**src/rtl/fixed_point_issue_unit_pkg.sv**
```systemverilog
// Shared encodings for the fixed-point issue unit: FPU operation codes and
// FSM state encodings.
package fixed_point_issue_unit_pkg;

  // FPU operation codes presented on issue_operation / fpu_operation
  localparam logic [1:0] FpuAdd  = 2'b00;
  localparam logic [1:0] FpuSub  = 2'b01;
  localparam logic [1:0] FpuMul  = 2'b10;
  localparam logic [1:0] FpuSqrt = 2'b11;

  // FSM state encodings
  localparam logic [1:0] StIdle   = 2'b00;
  localparam logic [1:0] StLaunch = 2'b01;
  localparam logic [1:0] StWait   = 2'b10;
  localparam logic [1:0] StWb     = 2'b11;

  // ADD/SUB complete combinationally in the FPU; MUL/SQRT need a handshake
  function automatic logic is_single_cycle(logic [1:0] op);
    return (op == FpuAdd) || (op == FpuSub);
  endfunction

endpackage

```
**src/rtl/fixed_point_issue_unit.sv**
```systemverilog
// Issue unit that hands one fixed-point instruction at a time to an external
// FPU, waits for its result (with a bounded wait), and writes it back.
module fixed_point_issue_unit
  import fixed_point_issue_unit_pkg::*;
#(
  parameter int unsigned WIDTH   = 32,
  parameter int unsigned FBITS   = 10,
  parameter int unsigned TIMEOUT = 64
) (
  input  logic             clk,
  input  logic             reset,
  input  logic             issue_valid,
  input  logic [1:0]       issue_operation,
  input  logic [WIDTH-1:0] issue_operand_1,
  input  logic [WIDTH-1:0] issue_operand_2,
  input  logic [4:0]       issue_rd,
  output logic             issue_ready,
  input  logic             flush,
  output logic [WIDTH-1:0] fpu_operand_1,
  output logic [WIDTH-1:0] fpu_operand_2,
  output logic [1:0]       fpu_operation,
  input  logic [WIDTH-1:0] fpu_result,
  input  logic             fpu_ready,
  output logic             wb_valid,
  output logic [4:0]       wb_rd,
  output logic [WIDTH-1:0] wb_data,
  output logic             busy,
  output logic             timeout_err
);

  localparam int unsigned CntW = (TIMEOUT > 1) ? $clog2(TIMEOUT) : 1;
  localparam logic [CntW-1:0] CntMax = CntW'(TIMEOUT - 1);

  // FBITS only documents the number format; reject nonsensical values
  if (FBITS > WIDTH) begin : g_fbits_check
    $error("FBITS must not exceed WIDTH");
  end

  logic [1:0]       state_q, state_d;
  logic [CntW-1:0]  cnt_q, cnt_d;
  logic [1:0]       op_q;
  logic [WIDTH-1:0] opa_q, opb_q;
  logic [4:0]       rd_q;
  logic [WIDTH-1:0] res_q, res_d;
  logic             accept;
  logic             wait_expired;

  // Flush blocks acceptance so a flushed cycle can never launch new work
  assign issue_ready  = ((state_q == StIdle) || (state_q == StWb)) && !flush;
  assign accept       = issue_valid && issue_ready;
  assign busy         = issue_valid && !issue_ready;
  assign wait_expired = (state_q == StWait) && !fpu_ready && (cnt_q == CntMax);

  // Next-state, wait counter and result capture
  always_comb begin
    state_d = state_q;
    cnt_d   = cnt_q;
    res_d   = res_q;
    case (state_q)
      StIdle: begin
        if (accept) state_d = StLaunch;
      end
      StLaunch: begin
        // fpu_ready may still be high from a previous op; only op type matters here
        if (is_single_cycle(op_q)) begin
          res_d   = fpu_result;
          state_d = StWb;
        end else begin
          cnt_d   = '0;
          state_d = StWait;
        end
      end
      StWait: begin
        if (fpu_ready) begin
          res_d   = fpu_result;
          state_d = StWb;
        end else if (wait_expired) begin
          cnt_d   = '0;
          state_d = StIdle;
        end else begin
          cnt_d = cnt_q + 1'b1;
        end
      end
      StWb: begin
        state_d = accept ? StLaunch : StIdle;
      end
      default: state_d = StIdle;
    endcase
    if (flush) begin
      state_d = StIdle;
      cnt_d   = '0;
    end
  end

  // FSM state, wait counter and captured result
  always_ff @(posedge clk or posedge reset) begin
    if (reset) begin
      state_q <= StIdle;
      cnt_q   <= '0;
      res_q   <= '0;
    end else begin
      state_q <= state_d;
      cnt_q   <= cnt_d;
      res_q   <= res_d;
    end
  end

  // Holding registers: change only when an instruction is accepted
  always_ff @(posedge clk or posedge reset) begin
    if (reset) begin
      op_q  <= '0;
      opa_q <= '0;
      opb_q <= '0;
      rd_q  <= '0;
    end else if (accept) begin
      op_q  <= issue_operation;
      opa_q <= issue_operand_1;
      opb_q <= issue_operand_2;
      rd_q  <= issue_rd;
    end
  end

  assign fpu_operation = op_q;
  assign fpu_operand_1 = opa_q;
  assign fpu_operand_2 = opb_q;

  // x0 is hardwired zero, so writes to it are dropped
  assign wb_valid    = (state_q == StWb) && (rd_q != 5'd0) && !flush;
  assign wb_rd       = rd_q;
  assign wb_data     = res_q;
  assign timeout_err = wait_expired && !flush;

endmodule

```
**config.mk**
```make
export PLATFORM = sky130hd
export DESIGN_NAME = fixed_point_issue_unit
export DESIGN_NICKNAME = d
export VERILOG_FILES = /design/src/rtl/fixed_point_issue_unit_pkg.sv /design/src/rtl/fixed_point_issue_unit.sv
export SDC_FILE = /design/constraint.sdc
export NUM_CORES = 1
export LEC_CHECK = 0
export ABC_CLOCK_PERIOD_IN_PS = 4350
export CAP_MARGIN = 0
export CELL_PAD_IN_SITES_DETAIL_PLACEMENT = 1
export CELL_PAD_IN_SITES_GLOBAL_PLACEMENT = 1
export CORE_ASPECT_RATIO = 2
export CORE_MARGIN = 4
export CORE_UTILIZATION = 32
export DETAILED_ROUTE_END_ITERATION = 12
export GPL_ROUTABILITY_DRIVEN = 0
export PLACE_DENSITY_LB_ADDON = 0.1
export SLEW_MARGIN = 20
export SYNTH_ARGS = -nofsm -noshare
export SYNTH_HDL_FRONTEND = slang
export SYNTH_SLANG_ARGS = --single-unit
```
**constraint.sdc**
```tcl
create_clock -name clk -period 4.35 [get_ports clk]
set_input_delay 0.87 -clock clk [delete_from_list [all_inputs] [get_ports clk]]
set_output_delay 0.87 -clock clk [all_outputs]
set_load 0.03 [all_outputs]
```
# Word level (Yosys, flattened, before mapping)
# Cells that the tools add are included.
dict set report totals {
  regBits 111
  output_inout_bits 107
  wordCells 55
}
dict set report op_classes {
  eq_ne 11
  n_mux 15
  n_addsub 1
  n_reduce_logical 21
}
# operator count
set op_table {}
lappend op_table {{32-bit 2-to-1 mux} 2}
lappend op_table {{32-bit case mux with 2 select lines} 1}
lappend op_table {{6-bit 2-to-1 mux} 4}
lappend op_table {{6-bit case mux with 2 select lines} 1}
lappend op_table {{3-bit != test (second input constant)} 3}
lappend op_table {{1-bit logical AND} 8}
lappend op_table {{2-bit 2-to-1 mux} 4}
lappend op_table {{2-bit case mux with 4 select lines} 1}
lappend op_table {{6-bit by 1-bit adder with 6-bit output (second input constant)} 1}
lappend op_table {{6-bit == test (second input constant)} 1}
lappend op_table {{3-bit AND reduction} 2}
lappend op_table {{5-bit nonzero test} 1}
lappend op_table {{2-bit by 1-bit == test with 1-bit output (second input constant)} 2}
lappend op_table {{2-bit == test (second input constant)} 2}
lappend op_table {{2-bit logical NOT} 2}
lappend op_table {{2-bit != test (second input constant)} 2}
lappend op_table {{4-bit != test (second input constant)} 1}
lappend op_table {{1-bit logical NOT} 3}
lappend op_table {{3-bit nonzero test} 1}
lappend op_table {{1-bit logical OR} 2}
lappend op_table {{1-bit 2-to-1 mux} 2}
lappend op_table {{2-bit AND reduction} 1}
lappend op_table {{2-bit nonzero test} 1}

# Depth between registers and ports, before layout
dict set report logic_depth {
  ltp_word 7
  ltp_mapped 6
}

# Least setup slack after synthesis
# Ideal clock, no wire load.
dict set report synth_path {
  kind {input to output}
  start {in flush}
  end {out wb_valid}
  required_ns 3.480
  path_slack_ns 1.687
  arrival_time_ns 1.793
  stages 2
  cell_sequence {buf_2 -> nor3b_1}
}
dict set report synth_via {
  elab_chain_len 2
}
# element line_no
set synth_rtl {}
lappend synth_rtl {{start, declared} fixed_point_issue_unit.sv:18} ;# input logic flush,
lappend synth_rtl {{1-bit logical NOT} fixed_point_issue_unit.sv:128} ;# assign wb_valid = (state_q == StWb) && (rd_q != 5'd0) && !flush;
lappend synth_rtl {{1-bit logical AND} fixed_point_issue_unit.sv:128}
lappend synth_rtl {{end, declared} fixed_point_issue_unit.sv:24} ;# output logic wb_valid,
# No other way between the ends.

# Final worst setup path
dict set report layout_path {
  start {in flush}
  end {out timeout_err}
}
dict set report layout_via {
  elab_chain_len 2
}
# element line_no
set layout_rtl {}
lappend layout_rtl {{1-bit logical NOT} fixed_point_issue_unit.sv:131} ;# assign timeout_err = wait_expired && !flush;
lappend layout_rtl {{1-bit logical AND} fixed_point_issue_unit.sv:131}
lappend layout_rtl {{end, declared} fixed_point_issue_unit.sv:28} ;# output logic timeout_err
# No other way between the ends.

==> impl_metrics.csv <==
group,metric,value,unit
placement,portBuffers,214,
grt,grtUsageTotal,0.166,
logic_synthesis,yosysWarnings,0,
worst_hold_path,holdPathStages,1,
timing,setup_violations,0,
grt,grt_util_met3,0.0556,
logic_synthesis,synth_edf_count,0,
worst_hold_path,min_path_type,"flip-flop to flip-flop",
route,drt-vias-per-instance,4.63,
logic_synthesis,postSynthCellCount,288,
logic_synthesis,syn-num-nets,401,
clocking,clkSlewWorstSetupHoldPaths,0.08,ns
layout,utilization,0.520,
floorplanning,die_x,91.6,um
grt,grt-busiest-layer,"met2",
worst_setup_path,critical_path_required,3.48,ns
clocking,cts_setup_buffers,0,
grt,grt_pass1_vias,3804,
timing,fmax,0.291,GHz
floorplanning,num_rows,60,
floorplanning,core-area,0.0136,sq mm
flow_run,maxCapViolations,0,
worst_setup_path,cp_max_fo,11,
pwr,p_leak,2.88,nW
outcome,status,"complete, no violations",
layout,nets,620,
clocking,cts_hold_buf,0,
grt,grt_overflow,0,
worst_setup_path,crit_path_start_kind,"primary input",
grt,met2_usage,0.318,
logic_synthesis,synth_top_cell_by_area,"dfrtp_1",
timing,final-max-slew-violation-count,0,
pwr,ir_drop,0.394,mV
clocking,cts_buffers,9,
clocking,cts_tree,"built",
logic_synthesis,ys.flop_type,"dfrtp_1",
route,drt_iter0_drc,53,
logic_synthesis,yosysSeqAreaShare,0.621,
layout,final_common_cell,"clkdlybuf4s50_1",
timing,fin_ws,0.916,ns
worst_setup_path,r2r_cells,5,
route,dr_total_vias,3237,
layout,drive_gt1_frac,0.193,
logic_synthesis,async_flop_share,1.00,
worst_setup_path,crit_arrival,2.56,ns
layout,syn2layout_area_growth,58.1,%
layout,layout_common_cells,"214 x clkdlybuf4s50_1, 111 x dfrtp_1, 73 x mux2_2",
timing,worst_slew_pin_slew,1.01,ns
route,postRouteAntennaNets,0,
route,drtPass1Iterations,4,
logic_synthesis,ys_seq_elements,111,
pwr,power_density,819,mW/mm^2
placement,hpwlAfterDp,10100,um
timing,final-hold-violation-count,0,
floorplanning,ioPinCount,215,
route,drt-wirelength-per-cell,18.5,um
timing,fin_crit_sh,0.789,
placement,place_ws,0.922,ns
clocking,cts_resized,0,
pwr,finalPower,5.79,mW
timing,min_period,3.43,ns
layout,fillers,1400,
floorplanning,start_util,0.329,
timing,skew,0.0125,ns
clocking,cts_sinks,111,
logic_synthesis,netlist_area,0.00447,sq mm
clocking,htree_levels,3,
logic_synthesis,synth_top_area_share,0.621,
route,post-route-drc-count,0,
grt,grtUsageMet1,0.159,
route,wl,12900,um
timing,rsz0062_at_grt,"false",
grt,grt_pass1_wl,20700,um
logic_synthesis,synth.avg_cell_area,15.5,sq um
logic_synthesis,synth_cell_types,31,
grt,grt_max_degree,84,
clocking,cts_root_buffer,"clkbuf_16",
logic_synthesis,synthTopCellsByArea,"dfrtp_1 62%, mux2_2 18%, mux2_1 7.8%",
clocking,cts_max_path_buffers,2,
timing,tns,0,ns
worst_setup_path,end_kind,"output port",
worst_setup_path,crit_type,"primary input to output port",
grt,antenna_found_initial,1,
clocking,worstSkewPairLatency,0.35,ns
timing,relSlewSlack,0.323,
floorplanning,die_y,175,um
floorplanning,dieArea,0.0160,sq mm
[cell families (layout without fill, tap and decap cells)]
family | after synthesis | after routing | share of synthesized area
other | 0 | 1 | 0
DFF | 111 | 111 | 0.621
AOI/OAI and AO/OA | 18 | 18 | 0.0294
muxes | 105 | 105 | 0.264
buffers and inverters | 16 | 240 | 0.0305
and+or+nand+nor | 33 | 33 | 0.0409
adders and majority gates | 5 | 5 | 0.0140
[cells in the mapped netlist, types with 2 or more instances]
| cell | n |
|---|---|
| nand3_1 | 7 |
| buf_6 | 10 |
| nor2_1 | 6 |
| o21ai_0 | 5 |
| o311ai_1 | 2 |
| mux2_1 | 31 |
| dfrtp_1 | 111 |
| a21oi_1 | 4 |
| mux2_2 | 73 |
| nand2_1 | 6 |
| or4_1 | 2 |
| inv_1 | 5 |
| nand2b_1 | 4 |
| ha_1 | 5 |
[worst paths after layout]
check	start	endpoint	slack (ns)
worst min register to register	fpu_operand_2[31]	fpu_operand_2[31]	0.49
worst min-delay path	fpu_operand_2[31]	fpu_operand_2[31]	0.49
worst max-delay path	flush	timeout_err	0.92
min in group asynchronous	reset	fpu_operand_1[12]	1.06
worst max register to register	state_q[1]	fpu_operand_2[5]	2.07
max in group asynchronous	reset	state_q[0]	2.51
[sequential cells by signal (all words and copies together), names as in the netlist]
signal / flops
fpu_operation: 2
state_q: 2
cnt_q: 6
fpu_operand_1: 32
wb_data: 32
fpu_operand_2: 32
wb_rd: 5
[power breakdown]
part / switching (mW) / total [mW] / internal (mW)
registers: 0.263 / 1.81 / 1.54
logic: 1.72 / 3.18 / 1.46
clock network: 0.391 / 0.808 / 0.417
[critical path, stage by stage]
cell	delay [ns]
clkdlybuf4s50_1	0.41
buf_4	0.18
nand2b_1	0.23
nor3_1	0.17
clkdlybuf4s50_1	0.69
[routing by layer]
layer | wire length, um | up-vias
met5 | 0 | -
met4 | 306 | 0
met3 | 949 | 17
met2 | 7540 | 130
met1 | 4160 | 1624
li1 | - | 1466
[metrics by stage]
step,instance area (sq um),hold slack (ns),std cells
after floorplan,4470,0.492,288
after global placement,6780,0.468,682
after detailed placement,6780,0.481,682
after CTS,7070,0.497,698
after global routing,7070,0.513,699
final,7070,0.489,699
[final cells by class]
type / count / area [sq um] / share of cell area
timing repair buffer: 219 / 2180 / 0.308
sequential: 111 / 2780 / 0.393
tap: 186 / 233 / 0.0329
clock buffer: 11 / 243 / 0.0343
antenna: 1 / 2.50 / 0.000354
multi-input combinational: 161 / 1570 / 0.221
inverter: 5 / 23.8 / 0.00336
clock inverter: 5 / 46.3 / 0.00655
Note: power is estimated with default switching activity, not from simulation.
